**src/rtl/lotr_pkg.sv**
```systemverilog
// Shared LOTR ring types: opcodes, the ring packet bundle and the tile-ID field position.
package lotr_pkg;

    localparam int CORE_ID_MSB = 31;
    localparam int CORE_ID_LSB = 24;

    typedef enum logic [1:0] {
        RD     = 2'd0,
        WR     = 2'd1,
        RD_RSP = 2'd2,
        WR_RSP = 2'd3
    } t_opcode;

    typedef struct packed {
        logic [9:0]  requestor;
        t_opcode     opcode;
        logic [31:0] address;
        logic [31:0] data;
    } t_ring_pkt;

endpackage

```
**src/rtl/ring_stub_rsp_fifo.sv**
```systemverilog
// Synchronous FIFO of ring packets holding responses generated by the stub.
// Pointers carry one extra wrap bit so full and empty stay distinct at DEPTH entries.
module ring_stub_rsp_fifo
    import lotr_pkg::*;
#(
    parameter int DEPTH = 4
) (
    input  logic      i_clk,
    input  logic      i_rst,
    input  logic      i_push,
    input  t_ring_pkt i_push_pkt,
    input  logic      i_pop,
    output logic      o_full,
    output logic      o_empty,
    output t_ring_pkt o_head
);
    localparam int AW = $clog2(DEPTH);

    logic [AW:0] r_wr_ptr;
    logic [AW:0] r_rd_ptr;
    t_ring_pkt   r_mem [DEPTH];
    logic        w_do_push;
    logic        w_do_pop;

    assign o_empty   = (r_wr_ptr == r_rd_ptr);
    assign o_full    = (r_wr_ptr[AW] != r_rd_ptr[AW]) &&
                       (r_wr_ptr[AW-1:0] == r_rd_ptr[AW-1:0]);
    assign o_head    = r_mem[r_rd_ptr[AW-1:0]];
    assign w_do_push = i_push && !o_full;
    assign w_do_pop  = i_pop && !o_empty;

    always_ff @(posedge i_clk or posedge i_rst) begin
        if (i_rst) begin
            r_wr_ptr <= '0;
            r_rd_ptr <= '0;
        end else begin
            if (w_do_push) r_wr_ptr <= r_wr_ptr + (AW+1)'(1);
            if (w_do_pop)  r_rd_ptr <= r_rd_ptr + (AW+1)'(1);
        end
    end

    // Storage needs no reset: entries are only read between push and pop.
    always_ff @(posedge i_clk) begin
        if (w_do_push) r_mem[r_wr_ptr[AW-1:0]] <= i_push_pkt;
    end

endmodule

```
**src/rtl/ring_stub_tile.sv**
```systemverilog
// Ring stop standing in for an absent tile: forwards traffic through a PIPE_DEPTH pipeline and
// answers requests to STUB_ID. Define RING_STUB_CNT_EN to add hit/response counters.
module ring_stub_tile
    import lotr_pkg::*;
#(
    parameter int          PIPE_DEPTH      = 2,
    parameter int          RSP_FIFO_DEPTH  = 4,
    parameter logic [7:0]  STUB_ID         = 8'd2,
    parameter logic [31:0] DEFAULT_RD_DATA = 32'hDEAD_BEEF
) (
    input  logic        QClk,
    input  logic        RstQnnnH,
    input  logic        RingReqInValidQ500H,
    input  logic [9:0]  RingReqInRequestorQ500H,
    input  t_opcode     RingReqInOpcodeQ500H,
    input  logic [31:0] RingReqInAddressQ500H,
    input  logic [31:0] RingReqInDataQ500H,
    input  logic        RingRspInValidQ500H,
    input  logic [9:0]  RingRspInRequestorQ500H,
    input  t_opcode     RingRspInOpcodeQ500H,
    input  logic [31:0] RingRspInAddressQ500H,
    input  logic [31:0] RingRspInDataQ500H,
    output logic        RingReqOutValidQ502H,
    output logic [9:0]  RingReqOutRequestorQ502H,
    output t_opcode     RingReqOutOpcodeQ502H,
    output logic [31:0] RingReqOutAddressQ502H,
    output logic [31:0] RingReqOutDataQ502H,
    output logic        RingRspOutValidQ502H,
    output logic [9:0]  RingRspOutRequestorQ502H,
    output t_opcode     RingRspOutOpcodeQ502H,
    output logic [31:0] RingRspOutAddressQ502H,
    output logic [31:0] RingRspOutDataQ502H
`ifdef RING_STUB_CNT_EN
    ,
    output logic [15:0] StubReqCntQnnnH,
    output logic [15:0] StubRspCntQnnnH
`endif
);
    t_ring_pkt w_req_in;
    t_ring_pkt w_rsp_in;
    t_ring_pkt w_gen_rsp;
    t_ring_pkt w_fifo_head;
    t_ring_pkt w_rsp_stage0;
    logic      w_hit;
    logic      w_push;
    logic      w_pop;
    logic      w_fifo_full;
    logic      w_fifo_empty;
    logic      w_req_vld0;
    logic      w_rsp_vld0;

    logic [PIPE_DEPTH-1:0] r_req_vld;
    logic [PIPE_DEPTH-1:0] r_rsp_vld;
    t_ring_pkt             r_req_pkt [PIPE_DEPTH];
    t_ring_pkt             r_rsp_pkt [PIPE_DEPTH];

    assign w_req_in = '{requestor: RingReqInRequestorQ500H, opcode: RingReqInOpcodeQ500H,
                        address: RingReqInAddressQ500H, data: RingReqInDataQ500H};
    assign w_rsp_in = '{requestor: RingRspInRequestorQ500H, opcode: RingRspInOpcodeQ500H,
                        address: RingRspInAddressQ500H, data: RingRspInDataQ500H};

    // A hit is only consumed when there is room; otherwise it keeps circulating and retries.
    assign w_hit      = RingReqInValidQ500H &&
                        (RingReqInAddressQ500H[CORE_ID_MSB:CORE_ID_LSB] == STUB_ID);
    assign w_push     = w_hit && !w_fifo_full;
    assign w_pop      = !RingRspInValidQ500H && !w_fifo_empty;
    assign w_req_vld0 = RingReqInValidQ500H && !w_push;

    always_comb begin
        w_gen_rsp           = '0;
        w_gen_rsp.requestor = RingReqInRequestorQ500H;
        w_gen_rsp.address   = RingReqInAddressQ500H;
        case (RingReqInOpcodeQ500H)
            RD: begin
                w_gen_rsp.opcode = RD_RSP;
                w_gen_rsp.data   = DEFAULT_RD_DATA;
            end
            WR: begin
                w_gen_rsp.opcode = WR_RSP;
                w_gen_rsp.data   = RingReqInDataQ500H;
            end
            default: begin
                w_gen_rsp.opcode = WR_RSP;
                w_gen_rsp.data   = '0;
            end
        endcase
    end

    // Ring responses always win the first stage; generated ones only fill idle slots.
    always_comb begin
        w_rsp_vld0   = RingRspInValidQ500H || w_pop;
        w_rsp_stage0 = '0;
        if (RingRspInValidQ500H) w_rsp_stage0 = w_rsp_in;
        else if (w_pop)          w_rsp_stage0 = w_fifo_head;
    end

    ring_stub_rsp_fifo #(
        .DEPTH (RSP_FIFO_DEPTH)
    ) u_rsp_fifo (
        .i_clk      (QClk),
        .i_rst      (RstQnnnH),
        .i_push     (w_push),
        .i_push_pkt (w_gen_rsp),
        .i_pop      (w_pop),
        .o_full     (w_fifo_full),
        .o_empty    (w_fifo_empty),
        .o_head     (w_fifo_head)
    );

    always_ff @(posedge QClk or posedge RstQnnnH) begin
        if (RstQnnnH) begin
            r_req_vld <= '0;
            r_rsp_vld <= '0;
            for (int i = 0; i < PIPE_DEPTH; i++) begin
                r_req_pkt[i] <= '0;
                r_rsp_pkt[i] <= '0;
            end
        end else begin
            r_req_vld[0] <= w_req_vld0;
            r_req_pkt[0] <= w_req_in;
            r_rsp_vld[0] <= w_rsp_vld0;
            r_rsp_pkt[0] <= w_rsp_stage0;
            for (int i = 1; i < PIPE_DEPTH; i++) begin
                r_req_vld[i] <= r_req_vld[i-1];
                r_req_pkt[i] <= r_req_pkt[i-1];
                r_rsp_vld[i] <= r_rsp_vld[i-1];
                r_rsp_pkt[i] <= r_rsp_pkt[i-1];
            end
        end
    end

    assign RingReqOutValidQ502H     = r_req_vld[PIPE_DEPTH-1];
    assign RingReqOutRequestorQ502H = r_req_pkt[PIPE_DEPTH-1].requestor;
    assign RingReqOutOpcodeQ502H    = r_req_pkt[PIPE_DEPTH-1].opcode;
    assign RingReqOutAddressQ502H   = r_req_pkt[PIPE_DEPTH-1].address;
    assign RingReqOutDataQ502H      = r_req_pkt[PIPE_DEPTH-1].data;
    assign RingRspOutValidQ502H     = r_rsp_vld[PIPE_DEPTH-1];
    assign RingRspOutRequestorQ502H = r_rsp_pkt[PIPE_DEPTH-1].requestor;
    assign RingRspOutOpcodeQ502H    = r_rsp_pkt[PIPE_DEPTH-1].opcode;
    assign RingRspOutAddressQ502H   = r_rsp_pkt[PIPE_DEPTH-1].address;
    assign RingRspOutDataQ502H      = r_rsp_pkt[PIPE_DEPTH-1].data;

`ifdef RING_STUB_CNT_EN
    logic [15:0] r_req_cnt;
    logic [15:0] r_rsp_cnt;

    always_ff @(posedge QClk or posedge RstQnnnH) begin
        if (RstQnnnH) begin
            r_req_cnt <= '0;
            r_rsp_cnt <= '0;
        end else begin
            if (w_push && (r_req_cnt != 16'hFFFF)) r_req_cnt <= r_req_cnt + 16'd1;
            if (w_pop && (r_rsp_cnt != 16'hFFFF))  r_rsp_cnt <= r_rsp_cnt + 16'd1;
        end
    end

    assign StubReqCntQnnnH = r_req_cnt;
    assign StubRspCntQnnnH = r_rsp_cnt;
`endif

endmodule

```
**config.mk**
```make
export PLATFORM = sky130hd
export DESIGN_NAME = ring_stub_tile
export DESIGN_NICKNAME = d
export VERILOG_FILES = /design/src/rtl/lotr_pkg.sv /design/src/rtl/ring_stub_rsp_fifo.sv /design/src/rtl/ring_stub_tile.sv
export SDC_FILE = /design/constraint.sdc
export NUM_CORES = 1
export LEC_CHECK = 0
export ABC_CLOCK_PERIOD_IN_PS = 11280
export CORE_ASPECT_RATIO = 0.7
export CORE_MARGIN = 3
export CORE_UTILIZATION = 52
export CTS_BUF_LIST = sky130_fd_sc_hd__clkbuf_4 sky130_fd_sc_hd__clkbuf_8
export DETAILED_ROUTE_END_ITERATION = 10
export PLACE_DENSITY = 0.77
export SETUP_SLACK_MARGIN = 0.4
export SLEW_MARGIN = 5
export SYNTH_ARGS = -nofsm -noshare
export SYNTH_HDL_FRONTEND = slang
export SYNTH_HIERARCHICAL = 1
export SYNTH_SLANG_ARGS = --single-unit
```
**constraint.sdc**
```tcl
create_clock -name QClk -period 11.28 [get_ports QClk]
set_input_delay 1.128 -clock QClk [delete_from_list [all_inputs] [get_ports QClk]]
set_output_delay 1.128 -clock QClk [all_outputs]
set_load 0.005 [all_outputs]
```
# ---- Yosys cells after proc, flatten, opt, wreduce, memory -nomap -nowiden
# Memories as Yosys holds them, arrays and structs flattened.
# Cells that the tools add are included.
dict set report classes {
  addsub 2
  multipliers 0
  n_div 0
  n_lt_le_gt_ge 0
  eq_ne 5
  n_shift 0
  mux 6
  bitwise 0
  reduce_logical 13
}
# cell count
set ops {}
lappend ops {{$mux 76} 2}
lappend ops {{$pmux 32 s2} 1}
lappend ops {{$eq 8x2->1 const B} 1}
lappend ops {{$logic_and 1x1->1} 7}
lappend ops {{$add 3x1->3 const B} 2}
lappend ops {{$logic_not 1->1} 4}
lappend ops {{$eq 3x3->1} 1}
lappend ops {{$mux 1} 3}
lappend ops {{$eq 2x1->1 const B} 1}
lappend ops {{$eq 2x2->1} 1}
lappend ops {{$logic_not 2->1} 1}
lappend ops {{$logic_or 1x1->1} 1}
lappend ops {{$ne 1x1->1} 1}
dict set report totals {
  ff_bits 314
  latch_bits 0
  mem_bits_rw 300
  romBits 0
  in_bits 156
  wordCells 47
  n_memories 1
}
# name words word_bits rd rd_clocked_by_memory_dff write_ports line
set memory_table {}
lappend memory_table {u_rsp_fifo.r_mem 4 75 1 0 1 ring_stub_rsp_fifo.sv:21} ;# t_ring_pkt r_mem [DEPTH];

# ---- Logic depth before layout (Yosys ltp)
# Gate-level depths: netlist of run 1.
dict set report depth {
  ltp_word 7
  mapped_depth 10
}

# ---- By module
# The synthesis of run 1 kept the hierarchy.
# module n_inst cells_each area_per_inst_um2 seq_area_each_um2
set modules_own_cells {}
lappend modules_own_cells {ring_stub_rsp_fifo 1 447 11457.2 9278.9}
lappend modules_own_cells {ring_stub_tile 1 627 9989.6 7707.4}

# ---- Worst setup path after synthesis of run 1
# OpenSTA, ideal clock, no wires.
dict set report synth_timing {
  path_type {input-to-reg}
  startpoint {input port RingReqInAddressQ500H[24]}
  endpoint {memory u_rsp_fifo/r_mem[3][0] (netlist bit) (enable)}
  setup_time_ps 470
  arrival_time_ps 4194
  t_required_ps 10810
  path_slack_ps 6616
  path_stages 4
  path_buffers 0
  cell_sequence {nor4b_1 > and4_1 > nand2_1 > a31oi_2}
}
dict set report synth_via {
  elab_chain_cells 6
}
# element line
set synth_rtl {}
lappend synth_rtl {{from (decl)} ring_stub_tile.sv:16} ;# input logic [31:0] RingReqInAddressQ500H,
lappend synth_rtl {{$eq 8x2->1} ring_stub_tile.sv:64} ;# (RingReqInAddressQ500H[CORE_ID_MSB:CORE_ID_LSB] == STUB_ID);
lappend synth_rtl {{$logic_and 1x1->1} ring_stub_tile.sv:63} ;# assign w_hit = RingReqInValidQ500H &&
lappend synth_rtl {{$logic_and 1x1->1} ring_stub_tile.sv:65} ;# assign w_push = w_hit && !w_fifo_full;
lappend synth_rtl {{net w_push} ring_stub_tile.sv:45} ;# logic w_push;
lappend synth_rtl {{$logic_and 1x1->1} ring_stub_rsp_fifo.sv:29} ;# assign w_do_push = i_push && !o_full;
lappend synth_rtl {{$mux 1} ring_stub_rsp_fifo.sv:44} ;# if (w_do_push) r_mem[r_wr_ptr[AW-1:0]] <= i_push_pkt;
lappend synth_rtl {{$mux 1 (not written as such)} ring_stub_rsp_fifo.sv:44}
lappend synth_rtl {{to (decl)} ring_stub_rsp_fifo.sv:21}
# The timed path passes the listed nets, and every way through them passes these cells.

# ---- Worst setup path in the final report of run 1
dict set report layout_timing {
  startpoint {input port RingReqInAddressQ500H[25]}
  endpoint {memory u_rsp_fifo/r_mem[3][24] (netlist bit) (enable)}
}
# The elaborated chain is that of the path after synthesis.

==> results of run 1 <==
## sequential cells by signal (all words and copies together) (netlist names), 3 cells and up
register	cells
RingReqOutRequestorQ502H	10
r_req_pkt	76
u_rsp_fifo/r_wr_ptr	3
u_rsp_fifo/r_rd_ptr	3
RingRspOutDataQ502H	32
RingReqOutDataQ502H	32
RingReqOutAddressQ502H	32
u_rsp_fifo/r_mem	304
r_rsp_pkt	76
RingRspOutAddressQ502H	32
RingRspOutRequestorQ502H	10
## path summary, 6_finish.rpt
check,from,to,slack (ns),cells past startpoint
hold reg to reg,r_rsp_pkt[82],RingRspOutDataQ502H[6],0.33,0
setup reg to reg,u_rsp_fifo/r_rd_ptr[0],u_rsp_fifo/r_mem[3][24],7.61,8
min in group asynchronous,RstQnnnH,u_rsp_fifo/r_rd_ptr[2],0.97,2
setup / recovery,RingReqInAddressQ500H[25],u_rsp_fifo/r_mem[3][24],7.53,6
hold / removal,r_rsp_pkt[82],RingRspOutDataQ502H[6],0.33,0
max in group asynchronous,RstQnnnH,RingRspOutDataQ502H[9],8.06,4
## critical path: stages
cell and delay, ns:
clkdlybuf4s50_1 0.60, nor4b_1 0.36, and4_1 0.39, nand2_1 0.13, a31oi_4 0.42, buf_4 0.87
## kinds of logic after synthesis
kind of cell | synth area share (%)
AOI/OAI and AO/OA | 4.125
muxes | 7.981
xor gates and xnor gates | 0.4726
other | 0.01749
and+or+nand+nor | 0.7527
buffers and inverters | 7.158
DFF | 79.20
adders and majority gates | 0.2917
## synth_stat cells (all sizes together)
cell / number
and4: 1
nor2b: 1
and3: 3
a21oi: 28
a21boi: 1
and2: 8
nand2: 3
mux4: 76
o31ai: 5
a22o: 76
a211oi: 2
nor2: 1
or2: 1
edfxtp: 304
xnor2: 5
nand2b: 3
buf: 181
inv: 32
nor4: 1
nand3: 1
clkbuf: 12
conb: 1
a31oi: 2
nor3: 2
dfrtp: 314
xor2: 4
nor4b: 1
ha: 5
## through the flow
stage	hold WS, ns	utilization [%]	power, mW	setup slack (ns)	std cells
floorplan	0.3312	-	2.891	1.636	1077
global placement	0.3317	59.52	3.041	6.885	1741
detailed placement	0.3347	59.52	3.052	6.842	1741
CTS	0.3328	64.21	4.869	7.523	1901
global route	0.3452	64.21	5.003	7.278	1901
finish	0.3335	64.21	4.810	7.528	1901
## metal layers
metal	vias to the layer above	share of wire, %	routed length, um	global-route usage, %
li1	4275	-	-	-
met3	65	6.6	2677	4.529
met5	-	0.084	34	0
met4	4	1.8	724	5.442
met2	355	49	19810	29.91
met1	5152	43	17310	25.81
## layout make-up
class                      instances  area, um^2  share of cell area (%)
clock buffer                     142        1723                   6.671
clock inverter                    18       165.2                  0.6395
inverter                          32       127.6                  0.4941
multi-input combinational        234        2960                   11.46
sequential                       618       16990                   65.80
tap                              535       669.4                   2.592
timing repair buffer             322        3188                   12.34
## power groups by stage
stage	logic, mW	registers, mW	clock network, mW
after floorplan	0.340	2.55	0
after global placement	0.459	2.58	0
after detailed placement	0.467	2.58	0
after CTS	0.470	2.54	1.86
after global routing	0.493	2.55	1.96
final	0.459	2.54	1.81
==> results.md, run 1 <==
- Status: complete, no violations
- Seq pwr share: 52.8%
- # nets final: 1455
- Finished Cell Area: 25830 um^2
- Syn-to-layout area delta: 20.42%
- Post-detailed-routing wire length: 40560 um
- Pins Over Slew Limit: 0
- Mapped Avg Cell Area: 19.97 um^2
- Pwr/cell area: 186.2 nW/um^2
- Gp weighted congestion: 0.7294
- Fin crit period: 3.752 ns
- Total track usage: 18.61%
- Register bit total from synthesis: 618
- # Post-CTS Setup Buffers: 0
- Leading post-synthesis cells by cell area: edfxtp_1, dfrtp_1, mux4_2
- Post-DRT Antenna Nets: 0
- Post-route clock period utilization: 33.26%
- Most frequent cells in the layout: dfrtp_1, clkdlybuf4s50_1, edfxtp_1, clkbuf_8
- Worst EP required: 11.51 ns
- Cell Area, Placed: 23940 um^2
- PortBufs: 309
- F_max: 266.5 MHz
- Die H: 175.9 um
- Clock latency on the worst-skew pair: 0.62 ns
- Syn Std Cell Area: 21450 um^2
- CTS tree: done
- Clock root cell: clkbuf_8
- Synth warnings: 6
- Biggest area consumer among synthesized cells: edfxtp_1
- Cts hold-fix bufs: 0
- Bufs on Longest Clock Path: 3
- DRT Pass-1 Iters: 5
- Pint: 3.768 mW
- Layout fillers: 2628
- Post-synthesis sequential area ratio: 79.20%
- Net Switching: 1.042 mW
- Critical Path End Type: flop
- CTS clock-pin slew for the worst setup and hold paths: 0.07 ns
- Slew @ Worst Pin: 1.206 ns
- HP Class: flop to flop
- Switching share of total power: 21.66%
- Io pins: 310
- Starting DRT DRC Count: 598
- Startpoint Class: input port
- Number of antenna violations at the first check in global routing: 2
- Vias: 9851
- # H-tree levels: 3
- Most common cell after layout, fill and taps aside: dfrtp_1
- Largest net degree at the start of global routing: 90
- Unrepaired setup endpoints after global routing: no
- Share of layout cells above drive strength 1: 19.18%
- Final setup violation count: 0
- Combinational share of power: 9.5%
- Unique cell type count in the Yosys netlist: 36
- Clock sinks: 618
- Vias/cell: 5.182
- Worst vdd ir: 0.1022 mV
- Hold Fails Final Rpt: 0
- DR WL/cell: 21.34 um
- Die W: 248.7 um
- CP arrival: 3.98 ns
- Relative slew slack: 19.38%
- Total negative slack: 0 ns
- First-pass GRT wire length: 61860 um
- Top cell type's share of synthesized area: 42.56%
- Total grt overflow: 0
- Die area: 43760 um^2
- Max-cap violation count: 0
- Synth Instances: 1074
- Vias in the first global route: 10658
- Num CTS Buffers: 86
- Starting density of the core: 53.32%
- CP Max Fanout: 66
- CP Class: input port to flop
- Antenna diode count: 0
- DRC Markers: 0
- Worst clock skew: 0.01745 ns
- Clock share of power: 37.7%
- Detailed Place HPWL: 24860 um
- Core area: 40220 um^2
- Leak: 9.905 nW
- Num rows: 61
- PostCTS Resize Cnt: 0
(Power assumes the default switching activity.)
==> inputs of run 2 (changes only) <==
--- a/config.mk
+++ b/config.mk
@@ -5,7 +5,7 @@
 export SDC_FILE = /design/constraint.sdc
 export NUM_CORES = 1
 export LEC_CHECK = 0
-export ABC_CLOCK_PERIOD_IN_PS = 11280
+export ABC_CLOCK_PERIOD_IN_PS = 3800
 export CORE_ASPECT_RATIO = 0.7
 export CORE_MARGIN = 3
 export CORE_UTILIZATION = 52
==> constraint.sdc (replaced) <==
create_clock -name QClk -period 3.8 [get_ports QClk]
set_input_delay 0.38 -clock QClk [delete_from_list [all_inputs] [get_ports QClk]]
set_output_delay 0.38 -clock QClk [all_outputs]
set_load 0.005 [all_outputs]
==> results.md, run 2 (synthesis results as in run 1) <==
- Critical Path End Type: flop
- Starting DRT DRC Count: 561 (-6.2%)
- Die area: 43760 um^2 (unchanged)
- Syn-to-layout area delta: 21.04%
- Multi-input gate area: 2960 um^2 (unchanged)
- Hold Fails Final Rpt: 0 (unchanged)
- Unrepaired setup endpoints after global routing: no
- Clock root cell: clkbuf_8
- Die W: 248.7 um (unchanged)
- Clock share of power: 37.7% (about the same)
- Post-route clock period utilization: 81.38%
- Cells along the critical path: xor2_1 -> nor3_1 -> nor2_4 -> buf_4 -> a22o_1
- Startpoint Class: flop
- # nets final: 1464 (+0.62%)
- CP Class: flop to flop
- Status: complete, no violations
- Vias in the first global route: 10669 (+0.10%)
- CP bufs+invs: 1 (-1)
- Vias/cell: 5.080 (-2.0%)
- Worst EP required: 4.33 ns (-7.18 ns)
- Leak: 9.937 nW (+0.33%)
- Num CTS Buffers: 89 (+3.5%)
- CP arrival: 3.63 ns (-0.35 ns)
- Largest net degree at the start of global routing: 95 (+5.6%)
- Clock latency on the worst-skew pair: 0.63 ns (about the same)
- Share of layout cells above drive strength 1: 19.11% (-0.067 points)
- Total track usage: 19.13% (+0.52 points)
- Num rows: 61 (unchanged)
- CTS clock-pin slew for the worst setup and hold paths: 0.07 ns (about the same)
- DR WL/cell: 21.38 um (+0.23%)
- Max stage delay on crit path: 0.80 ns (-0.07 ns)
- Core area: 40220 um^2 (unchanged)
- Final std cells w/o fill: 1913 (+0.63%)
- CP Max Fanout: 50 (-24%)
- Post-detailed-routing wire length: 40910 um (+0.86%)
- R2r setup slk: 0.71 ns (-6.90 ns)
- # Post-CTS Setup Buffers: 0 (unchanged)
- Cell Area, Placed: 24070 um^2 (+0.54%)
- Io pins: 310 (unchanged)
- F_max: 323.4 MHz
- # H-tree levels: 3 (unchanged)
- Crit. Startpoint: u_rsp_fifo/r_rd_ptr[1]
- Finished Cell Area: 25960 um^2 (+0.51%)
- Cts hold-fix bufs: 0 (unchanged)
- Bufs on Longest Clock Path: 3 (unchanged)
- PostCTS Resize Cnt: 0 (unchanged)
- Most common cell after layout, fill and taps aside: dfrtp_1
- Final Core Density: 64.54% (+0.33 points)
- R2R Path End: r_rsp_pkt[125]
- PortBufs: 309 (unchanged)
- Net Switching: 3.098 mW (+200%)
- Relative slew slack: 34.47% (+15 points)
- Max stage delay cell, worst path: dfrtp_4
- Max reg flops: 304 (unchanged)
- Slew @ Worst Pin: 0.9829 ns (-0.2235 ns)
- R2r worst-path depth: 5 (-3)
- Most frequent cells in the layout: dfrtp_1, clkdlybuf4s50_1, edfxtp_1, clkbuf_8
- Die H: 175.9 um (unchanged)
- First-pass GRT wire length: 63340 um (+2.4%)
- Pins Over Slew Limit: 0 (unchanged)
- Post-DRT Antenna Nets: 0 (unchanged)
- Detailed Place HPWL: 25610 um (+3.0%)
- Max-cap violation count: 0 (unchanged)
- Pint: 11.20 mW (+200%)
- DRC Markers: 0 (unchanged)
- DRT Pass-1 Iters: 4 (-1)
- CP top delay family: simple AND/OR/NAND/NOR gates
- Starting density of the core: 53.32% (unchanged)
- Total grt overflow: 0 (unchanged)
- HP Class: input port to async pin
- Critical path depth: 5 (-1)
- Total negative slack: 0 ns (unchanged)
- Pwr/cell area: 550.9 nW/um^2 (+200%)
- Fin crit period: 3.092 ns
- RR Startpoint: u_rsp_fifo/r_rd_ptr[1]
- Gp weighted congestion: 0.7643 (+4.8%)
- Placed cells: 1747 (+0.34%)
- Layout fillers: 2643 (+0.57%)
- Final setup violation count: 0 (unchanged)
- Number of antenna violations at the first check in global routing: 6 (+4)
- Reg area: 16990 um^2 (unchanged)
- Switching share of total power: 21.66% (about the same)
- Vias: 9718 (-1.4%)
- Clock sinks: 618 (unchanged)
- Worst vdd ir: 0.2987 mV (+190%)
- Combinational share of power: 10.0% (+0.5 points)
- Worst clock skew: 0.03362 ns (+0.01617 ns)
- Seq pwr share: 52.3% (-0.5 points)
- CTS tree: done
-- run 2: cell count changes in the layout (fill, tap and decap cells not counted), moves of 3 or more --
cell	previous run	this run
buf_12	0	7
clkbuf_8	105	99
clkinv_1	0	9
clkinvlp_4	1	4
inv_8	4	0
-- run 2: worst max-delay path by stage --
stage | endpoint | slack, ns
6_report | r_rsp_pkt[125] | 0.71
4_1_cts | r_rsp_pkt[125] | 0.70
5_1_grt | r_rsp_pkt[125] | 0.53
2_1_floorplan | RingReqOutAddressQ502H[0] | -0.68
3_3_place_gp | u_rsp_fifo/r_mem[1][34] | 0.79
3_5_place_dp | u_rsp_fifo/r_mem[1][34] | 0.72
-- run 2: worst reg2reg max path: cells and delay by family, from the launching register on --
kind                      cells  cell delay [ns]
xor gates and xnor gates      1             0.35
AOI/OAI and AO/OA             1             0.29
DFF                           1             0.80
and+or+nand+nor               2             0.88
buffers and inverters         1             0.72
-- run 2: metal layers --
layer  global-route usage, %  share of wire (%)  vias up
met2                   30.45                 50      270
li1                        -                  -     4287
met5                       0               0.13        -
met1                   26.11                 43     5088
met4                   6.414                2.1        8
met3                   5.121                5.4       65
-- run 2: area by class of cell --
| cell class | instances | area share, % |
|---|---|---|
| flip-flops and latches | 618 | 65.47 |
| repair buffers | 328 | 12.79 |
| multi-input cells | 234 | 11.40 |
| clock buffers | 135 | 6.290 |
| well taps | 535 | 2.579 |
| clock inverters | 29 | 0.9736 |
| inverters | 32 | 0.4772 |
| diodes | 2 | 0.01928 |
-- run 2: power by group through the flow --
stage	sequential, mW	clock [mW]	combinational (mW)
after detailed placement	7.62	0	1.45
after global placement	7.60	0	1.43
after floorplan	7.57	0	1.01
after global routing	7.51	5.86	1.54
final	7.48	5.39	1.43
after CTS	7.49	5.54	1.46
-- run 2: through the flow --
step | worst slack (ns) | hold WS, ns | power, mW
6_report | 0.7075 | 0.1524 | 14.30
5_1_grt | 0.5253 | 0.1219 | 14.91
4_1_cts | 0.7003 | 0.1192 | 14.49
3_5_place_dp | 0.7244 | 0.3347 | 9.069
3_3_place_gp | 0.7944 | 0.3317 | 9.030
2_1_floorplan | -0.6790 | 0.1710 | 8.584
